===== config.mk =====
export PLATFORM = sky130hd
export DESIGN_NAME = fpu_issue
export DESIGN_NICKNAME = d
export VERILOG_FILES = /design/src/rtl/fpu_issue.sv
export SDC_FILE = /design/constraint.sdc
export NUM_CORES = 1
export LEC_CHECK = 0
export ABC_CLOCK_PERIOD_IN_PS = 5800
export BUFFER_PORTS_ARGS = -buffer_cell sky130_fd_sc_hd__buf_4
export CELL_PAD_IN_SITES_DETAIL_PLACEMENT = 1
export CELL_PAD_IN_SITES_GLOBAL_PLACEMENT = 1
export CORE_UTILIZATION = 47
export DETAILED_ROUTE_END_ITERATION = 12
export HOLD_SLACK_MARGIN = 0.1
export PLACE_DENSITY = 0.9
export RECOVER_POWER = 50
export SYNTH_ARGS = -nofsm -noshare
export SYNTH_HDL_FRONTEND = slang
export SYNTH_SLANG_ARGS = --single-unit

===== constraint.sdc =====
create_clock -name clk -period 5.8 [get_ports clk]
set_input_delay 1.16 -clock clk [delete_from_list [all_inputs] [get_ports clk]]
set_output_delay 1.16 -clock clk [all_outputs]
set_load 0.03 [all_outputs]

===== src/rtl/fpu_issue.sv =====
// fpu_issue: request FIFO and one-at-a-time sequencer in front of the non-resettable fpu.
// Optional WAIT watchdog is compiled in when FPU_TIMEOUT_EN is defined.
module fpu_issue #(
    parameter int DEPTH   = 2,
    parameter int TIMEOUT = 64
) (
    input  logic        clk,
    input  logic        reset,
    input  logic        req_valid,
    output logic        req_ready,
    input  logic [4:0]  req_op,
    input  logic [3:0]  req_rd,
    input  logic [15:0] req_a,
    input  logic [15:0] req_b,
    output logic        fpu_en,
    output logic [4:0]  fpu_instr,
    output logic [15:0] fpu_op1,
    output logic [15:0] fpu_op2,
    input  logic [15:0] fpu_result,
    input  logic        fpu_done,
    output logic        wb_valid,
    input  logic        wb_ready,
    output logic [3:0]  wb_rd,
    output logic [15:0] wb_data,
    output logic        wb_err,
    output logic        busy
);
    localparam int AW = $clog2(DEPTH);
    localparam int CW = AW + 1;
    localparam logic [4:0] OPFTOI = 5'h12;

    typedef enum logic [2:0] {S_FLUSH, S_IDLE, S_LAUNCH, S_WAIT, S_HOLD} state_t;

    logic [4:0]  fifo_op   [DEPTH];
    logic [3:0]  fifo_rd   [DEPTH];
    logic [15:0] fifo_a    [DEPTH];
    logic [15:0] fifo_b    [DEPTH];

    state_t        state_q, state_d;
    logic [1:0]    flush_cnt_q, flush_cnt_d;
    logic [AW-1:0] wr_ptr_q, wr_ptr_d, rd_ptr_q, rd_ptr_d;
    logic [CW-1:0] count_q, count_d;
    logic [4:0]    op_q, op_d;
    logic [3:0]    rd_q, rd_d;
    logic [15:0]   a_q, a_d, b_q, b_d;
    logic [15:0]   wb_data_q, wb_data_d;
    logic [3:0]    wb_rd_q, wb_rd_d;
    logic          wb_err_q, wb_err_d;
    logic          push, pop, empty, full, head_legal;
`ifdef FPU_TIMEOUT_EN
    localparam int TW = $clog2(TIMEOUT + 1);
    logic [TW-1:0] tmo_cnt_q, tmo_cnt_d;
    logic          tmo_flush_q, tmo_flush_d;
`endif

    assign empty      = (count_q == '0);
    assign full       = (count_q == CW'(DEPTH));
    assign req_ready  = !reset && !full;
    assign push       = req_valid && req_ready;
    assign head_legal = (fifo_op[rd_ptr_q] >= 5'h11) && (fifo_op[rd_ptr_q] <= 5'h16);

    assign wb_valid  = (state_q == S_HOLD);
    assign wb_rd     = wb_rd_q;
    assign wb_data   = wb_data_q;
    assign wb_err    = wb_err_q;
    assign busy      = !empty || (state_q != S_IDLE);
    assign fpu_instr = (state_q == S_FLUSH) ? OPFTOI : op_q;
    assign fpu_op1   = (state_q == S_FLUSH) ? 16'h0 : a_q;
    assign fpu_op2   = (state_q == S_FLUSH) ? 16'h0 : b_q;

    always_comb begin
        state_d     = state_q;
        flush_cnt_d = flush_cnt_q;
        op_d        = op_q;
        rd_d        = rd_q;
        a_d         = a_q;
        b_d         = b_q;
        wb_data_d   = wb_data_q;
        wb_rd_d     = wb_rd_q;
        wb_err_d    = wb_err_q;
        pop         = 1'b0;
        fpu_en      = 1'b0;
`ifdef FPU_TIMEOUT_EN
        tmo_cnt_d   = tmo_cnt_q;
        tmo_flush_d = tmo_flush_q;
`endif
        case (state_q)
            S_FLUSH: begin
                fpu_en      = 1'b1;
                flush_cnt_d = flush_cnt_q + 2'd1;
                if (flush_cnt_q == 2'd2) begin
                    flush_cnt_d = 2'd0;
                    state_d     = S_IDLE;
                end
            end
            S_IDLE: pop = !empty;
            S_LAUNCH: begin
                // done may still be high from the previous operation; ignore it here
                fpu_en  = 1'b1;
                state_d = S_WAIT;
`ifdef FPU_TIMEOUT_EN
                tmo_cnt_d = '0;
`endif
            end
            S_WAIT: begin
                fpu_en = !fpu_done;
                if (fpu_done) begin
                    wb_data_d = fpu_result;
                    wb_err_d  = 1'b0;
                    wb_rd_d   = rd_q;
                    state_d   = S_HOLD;
                end
`ifdef FPU_TIMEOUT_EN
                else if (tmo_cnt_q == TW'(TIMEOUT - 1)) begin
                    fpu_en      = 1'b0;
                    wb_data_d   = 16'h0;
                    wb_err_d    = 1'b1;
                    wb_rd_d     = rd_q;
                    tmo_flush_d = 1'b1;
                    state_d     = S_HOLD;
                end else begin
                    tmo_cnt_d = tmo_cnt_q + 1'b1;
                end
`endif
            end
            S_HOLD: begin
                if (wb_ready) begin
`ifdef FPU_TIMEOUT_EN
                    // a hung fpu must be walked back to its start state before reuse
                    if (tmo_flush_q) begin
                        tmo_flush_d = 1'b0;
                        state_d     = S_FLUSH;
                    end else if (!empty) begin
                        pop = 1'b1;
                    end else begin
                        state_d = S_IDLE;
                    end
`else
                    if (!empty) pop = 1'b1;
                    else        state_d = S_IDLE;
`endif
                end
            end
            default: state_d = S_FLUSH;
        endcase

        if (pop) begin
            op_d = fifo_op[rd_ptr_q];
            rd_d = fifo_rd[rd_ptr_q];
            a_d  = fifo_a[rd_ptr_q];
            b_d  = fifo_b[rd_ptr_q];
            if (head_legal) begin
                state_d = S_LAUNCH;
            end else begin
                wb_data_d = 16'h0;
                wb_err_d  = 1'b1;
                wb_rd_d   = fifo_rd[rd_ptr_q];
                state_d   = S_HOLD;
            end
        end

        wr_ptr_d = wr_ptr_q + AW'(push);
        rd_ptr_d = rd_ptr_q + AW'(pop);
        count_d  = count_q + CW'(push) - CW'(pop);

        if (reset) fpu_en = 1'b0;
    end

    always_ff @(posedge clk) begin
        if (push) begin
            fifo_op[wr_ptr_q] <= req_op;
            fifo_rd[wr_ptr_q] <= req_rd;
            fifo_a[wr_ptr_q]  <= req_a;
            fifo_b[wr_ptr_q]  <= req_b;
        end
    end

    always_ff @(posedge clk) begin
        if (reset) begin
            state_q     <= S_FLUSH;
            flush_cnt_q <= 2'd0;
            wr_ptr_q    <= '0;
            rd_ptr_q    <= '0;
            count_q     <= '0;
            op_q        <= 5'h0;
            rd_q        <= 4'h0;
            a_q         <= 16'h0;
            b_q         <= 16'h0;
            wb_data_q   <= 16'h0;
            wb_rd_q     <= 4'h0;
            wb_err_q    <= 1'b0;
`ifdef FPU_TIMEOUT_EN
            tmo_cnt_q   <= '0;
            tmo_flush_q <= 1'b0;
`endif
        end else begin
            state_q     <= state_d;
            flush_cnt_q <= flush_cnt_d;
            wr_ptr_q    <= wr_ptr_d;
            rd_ptr_q    <= rd_ptr_d;
            count_q     <= count_d;
            op_q        <= op_d;
            rd_q        <= rd_d;
            a_q         <= a_d;
            b_q         <= b_d;
            wb_data_q   <= wb_data_d;
            wb_rd_q     <= wb_rd_d;
            wb_err_q    <= wb_err_d;
`ifdef FPU_TIMEOUT_EN
            tmo_cnt_q   <= tmo_cnt_d;
            tmo_flush_q <= tmo_flush_d;
`endif
        end
    end
endmodule


==> flow_summary.toml <==
[outcome]
run_status = "completed"

[yosys]
synthAdderAreaFrac_pct = 0.842
muxShareOfSynthArea_pct = 10.1
synth-edff-count = 82
seq_area_frac_synth_pct = 65.4
synthesis.area_um2 = 5940
yosys.area_share.xor_xnor_pct = 0.442
post_synthesis_simple_gate_area_fraction_pct = 11.9
synth_top_cells_by_area = "sky130_fd_sc_hd__edfxtp_1 (41%), sky130_fd_sc_hd__dfxtp_1 (24%), sky130_fd_sc_hd__mux2i_1 (9.9%)"
post_synth_inst_count = 448
synth_register_bits = 153
largest_family_of_logic_cells_by_synthesized_area = "simple AND/OR/NAND/NOR gates"
compound_gate_fraction_of_synth_area_pct = 8.40
synthesis.yosys.warnings = 0
postSynth.asyncResetShare_pct = 0
mappedNetlistNets = 514
avgSynthCellArea_um2 = 13.3
synth_top_cell_area_share_pct = 41.4
post-synth-top-area-cell = "sky130_fd_sc_hd__edfxtp_1"
post_synth_num_cell_types = 45
dominantRegCellSynth = "sky130_fd_sc_hd__edfxtp_1"

[critical_path]
r2r_slack_ns = 3.06
critPathBufInv = 1
critPathArrivalTime_ns = 2.44
critical-path-max-stage-delay_ns = 1.04
crit_path_start_kind = "flop"
worst_path_max_delay_cell = "sky130_fd_sc_hd__or3_1"
crit_type = "flop to output port"
critical_path_maximum_fanout = 42
timing.critical_path.to = "fpu_op2[10]"
critical_path.cell_chain = "or3_1 -> and2_1 -> buf_4"
timing.critical_path.to_type = "output port"
worst_r2r_startpoint = "state_q[2]"
setup.worst_path.start = "state_q[1]"
worstSetupPathDepth = 3
timing.critical_path.required_ns = 4.64
reg2reg_to = "count_q[1]"
ff2ff_path_depth = 9
crit_family = "simple AND/OR/NAND/NOR gates"

[power]
finalPower_mw = 2.81
power.static_leakage_nw = 2.73
irDropWorstVdd_uv = 225
powerDensity_nw_per_um2 = 380

[finish]
postLayoutCoreUtil_pct = 60.9
drive_gt1_share_pct = 23.2
area_delta_synth_final_pct = 24.6
multi_input_comb_area_um2 = 1860
regArea_um2 = 3880
finalNetCount = 627
post_layout_nonfiller_instances = 742
n_antenna_cell = 0
final_design_area_no_fill_um2 = 7400
num-fill-cells = 1214

[cts]
cts-buffers-inserted = 17
clkTransAtPathRegs_ns = 0.06
cts.hold.buffers_added = 0
cts_root_buffer = "sky130_fd_sc_hd__clkbuf_16"
cts_buffer_depth = 2
cts_tree = "yes"
cts_htree_levels = 4
worstSkewPairLatency_ns = 0.42
post_cts.resized_instances = 0
cts_num_sinks = 153
cts_setup_buffers = 0

[hold_path]
worstHoldStart = "wb_err"
min-delay-path-class = "flop to flop"

[grt]
grt_overflow_total = 0
first_global_vias = 4231
maximum_number_of_pins_on_one_net_before_global_route_repair = 89
track_usage_pct = 22.4
antenna_found_initial = 0
grt_pass1_wl_mm = 21.6

[floorplan]
fp.dieW_um = 114
initial_core_util_pct = 48.8
io_pins = 124
die_height_um = 114
die_area_um2 = 13100
number_of_placement_rows = 40
core-area_um2 = 12200

[placed_design]
post-place-ws_ns = 2.37
gp_congestion = 0.736
placed_cell_area_um2 = 6950
port_buffers = 123
place.detailed.hpwl_mm = 8.84
number_of_cells_after_detailed_placement = 710

[timing]
skew_ns = 0.00735
hold_violations = 0
final_period_minus_worst_setup_slack_ns = 3.60
fmaxAchievable_mhz = 278
report.final.slew_viol_count = 0
whs_ns = 0.463
setup_tns_ns = 0
slew_headroom_pct = 12.3
final_min_period_over_clock_period_pct = 62.1
final.setup.worst_slack_ns = 2.20
finalSetupViolations = 0
timing_worst_slew_pin_value_ns = 1.32
unrepaired_setup_endpoints_after_global_routing = "no"

[route]
ant_nets = 0
via_count = 3914
avgViaCountPerCell = 5.27
detail_route.iter0.violations = 146
route.detailed.wl_per_inst_um = 19.0
firstDrtPassIters = 4
detail_route.drc_violations = 0
routed_wl_mm = 14.1

[job]
count_of_maximum_capacitance_violations = 0
[synth_stat cells (2+ instances only)]
library cell,number
sky130_fd_sc_hd__clkbuf_1,15
sky130_fd_sc_hd__nor3_2,10
sky130_fd_sc_hd__nand2_1,7
sky130_fd_sc_hd__a21oi_1,12
sky130_fd_sc_hd__nor3b_1,2
sky130_fd_sc_hd__and2_1,35
sky130_fd_sc_hd__mux2i_1,59
sky130_fd_sc_hd__inv_1,5
sky130_fd_sc_hd__a2bb2oi_1,3
sky130_fd_sc_hd__dfxtp_1,71
sky130_fd_sc_hd__buf_2,13
sky130_fd_sc_hd__ha_1,4
sky130_fd_sc_hd__buf_6,2
sky130_fd_sc_hd__nand2b_1,5
sky130_fd_sc_hd__nor3_1,9
sky130_fd_sc_hd__nor2_1,45
sky130_fd_sc_hd__a211oi_1,37
sky130_fd_sc_hd__xnor2_1,2
sky130_fd_sc_hd__edfxtp_1,82
sky130_fd_sc_hd__or3_1,3
sky130_fd_sc_hd__o21a_1,3
[report_power, final]
group          switching, mW  internal [mW]
Clock                  0.433          0.760
Combinational          0.227          0.126
Sequential            0.0459           1.22
Total                  0.706           2.11
[routing by layer]
metal	global-route usage, %	share of wire (%)	vias up
met3	4.76	4.3	24
met4	11.3	2.2	0
li1	-	-	1858
met1	23.5	39	1928
met2	42.0	55	104
met5	0	0	-
[layout by cell type (no fill, tap or decap), types with 3 or more instances in the layout]
master / synthesis / final
sky130_fd_sc_hd__nor2_1: 45 / 45
sky130_fd_sc_hd__edfxtp_1: 82 / 82
sky130_fd_sc_hd__and2_1: 35 / 35
sky130_fd_sc_hd__nand2b_1: 5 / 5
sky130_fd_sc_hd__nor3_2: 10 / 10
sky130_fd_sc_hd__bufinv_16: 0 / 5
sky130_fd_sc_hd__a211oi_1: 37 / 38
sky130_fd_sc_hd__nand2_1: 7 / 7
sky130_fd_sc_hd__inv_1: 5 / 5
sky130_fd_sc_hd__a21oi_1: 12 / 12
sky130_fd_sc_hd__buf_4: 1 / 63
sky130_fd_sc_hd__o21a_1: 3 / 3
sky130_fd_sc_hd__clkbuf_16: 0 / 17
sky130_fd_sc_hd__mux2i_1: 59 / 59
sky130_fd_sc_hd__a2bb2oi_1: 3 / 3
sky130_fd_sc_hd__clkbuf_1: 15 / 43
sky130_fd_sc_hd__clkinvlp_4: 0 / 3
sky130_fd_sc_hd__nor3_1: 9 / 9
sky130_fd_sc_hd__dfxtp_1: 71 / 70
sky130_fd_sc_hd__clkbuf_4: 0 / 22
sky130_fd_sc_hd__or3_1: 3 / 3
sky130_fd_sc_hd__clkinv_2: 0 / 4
[layout make-up]
cell class / count / share of cell area (%)
repair buffers: 126 / 10.7
flip-flops and latches: 153 / 52.5
well taps: 168 / 2.84
inverters: 5 / 0.254
clock inverters: 13 / 2.72
multi-input cells: 258 / 25.2
clock buffers: 19 / 5.85
[state kept, by name, summed over array words and instances (netlist names), 2 cells and up]
signal,cells
a_q,16
b_q,16
count_q,2
fifo_a,32
fifo_b,32
fifo_op,10
fifo_rd,8
flush_cnt_q,2
op_q,5
rd_q,4
state_q,3
wb_data,16
wb_rd,4
[cell families (layout without fill, tap and decap cells)]
family	Yosys count	in the layout
buf+inv	37	163
compound gates	65	65
mux	60	60
fa+ha+maj	4	4
simple gates	126	126
xor+xnor	3	3
flops	153	153
[worst min-delay path, cell delays in order, from the launching register on]
cell and delay [ns]:
sky130_fd_sc_hd__dfxtp_1 0.31, sky130_fd_sc_hd__nand2_1 0.05, sky130_fd_sc_hd__a21oi_1 0.06
[how the worst min path moves through the flow]
stage,end,slack [ns],depth (start not counted)
2_1_floorplan,rd_q[0],0.44,1
3_3_place_gp,wb_err,0.45,2
3_5_place_dp,wb_err,0.46,2
4_1_cts,wb_err,0.47,2
5_1_grt,wb_err,0.48,2
6_report,wb_err,0.46,2
(Power assumes the default switching activity.)
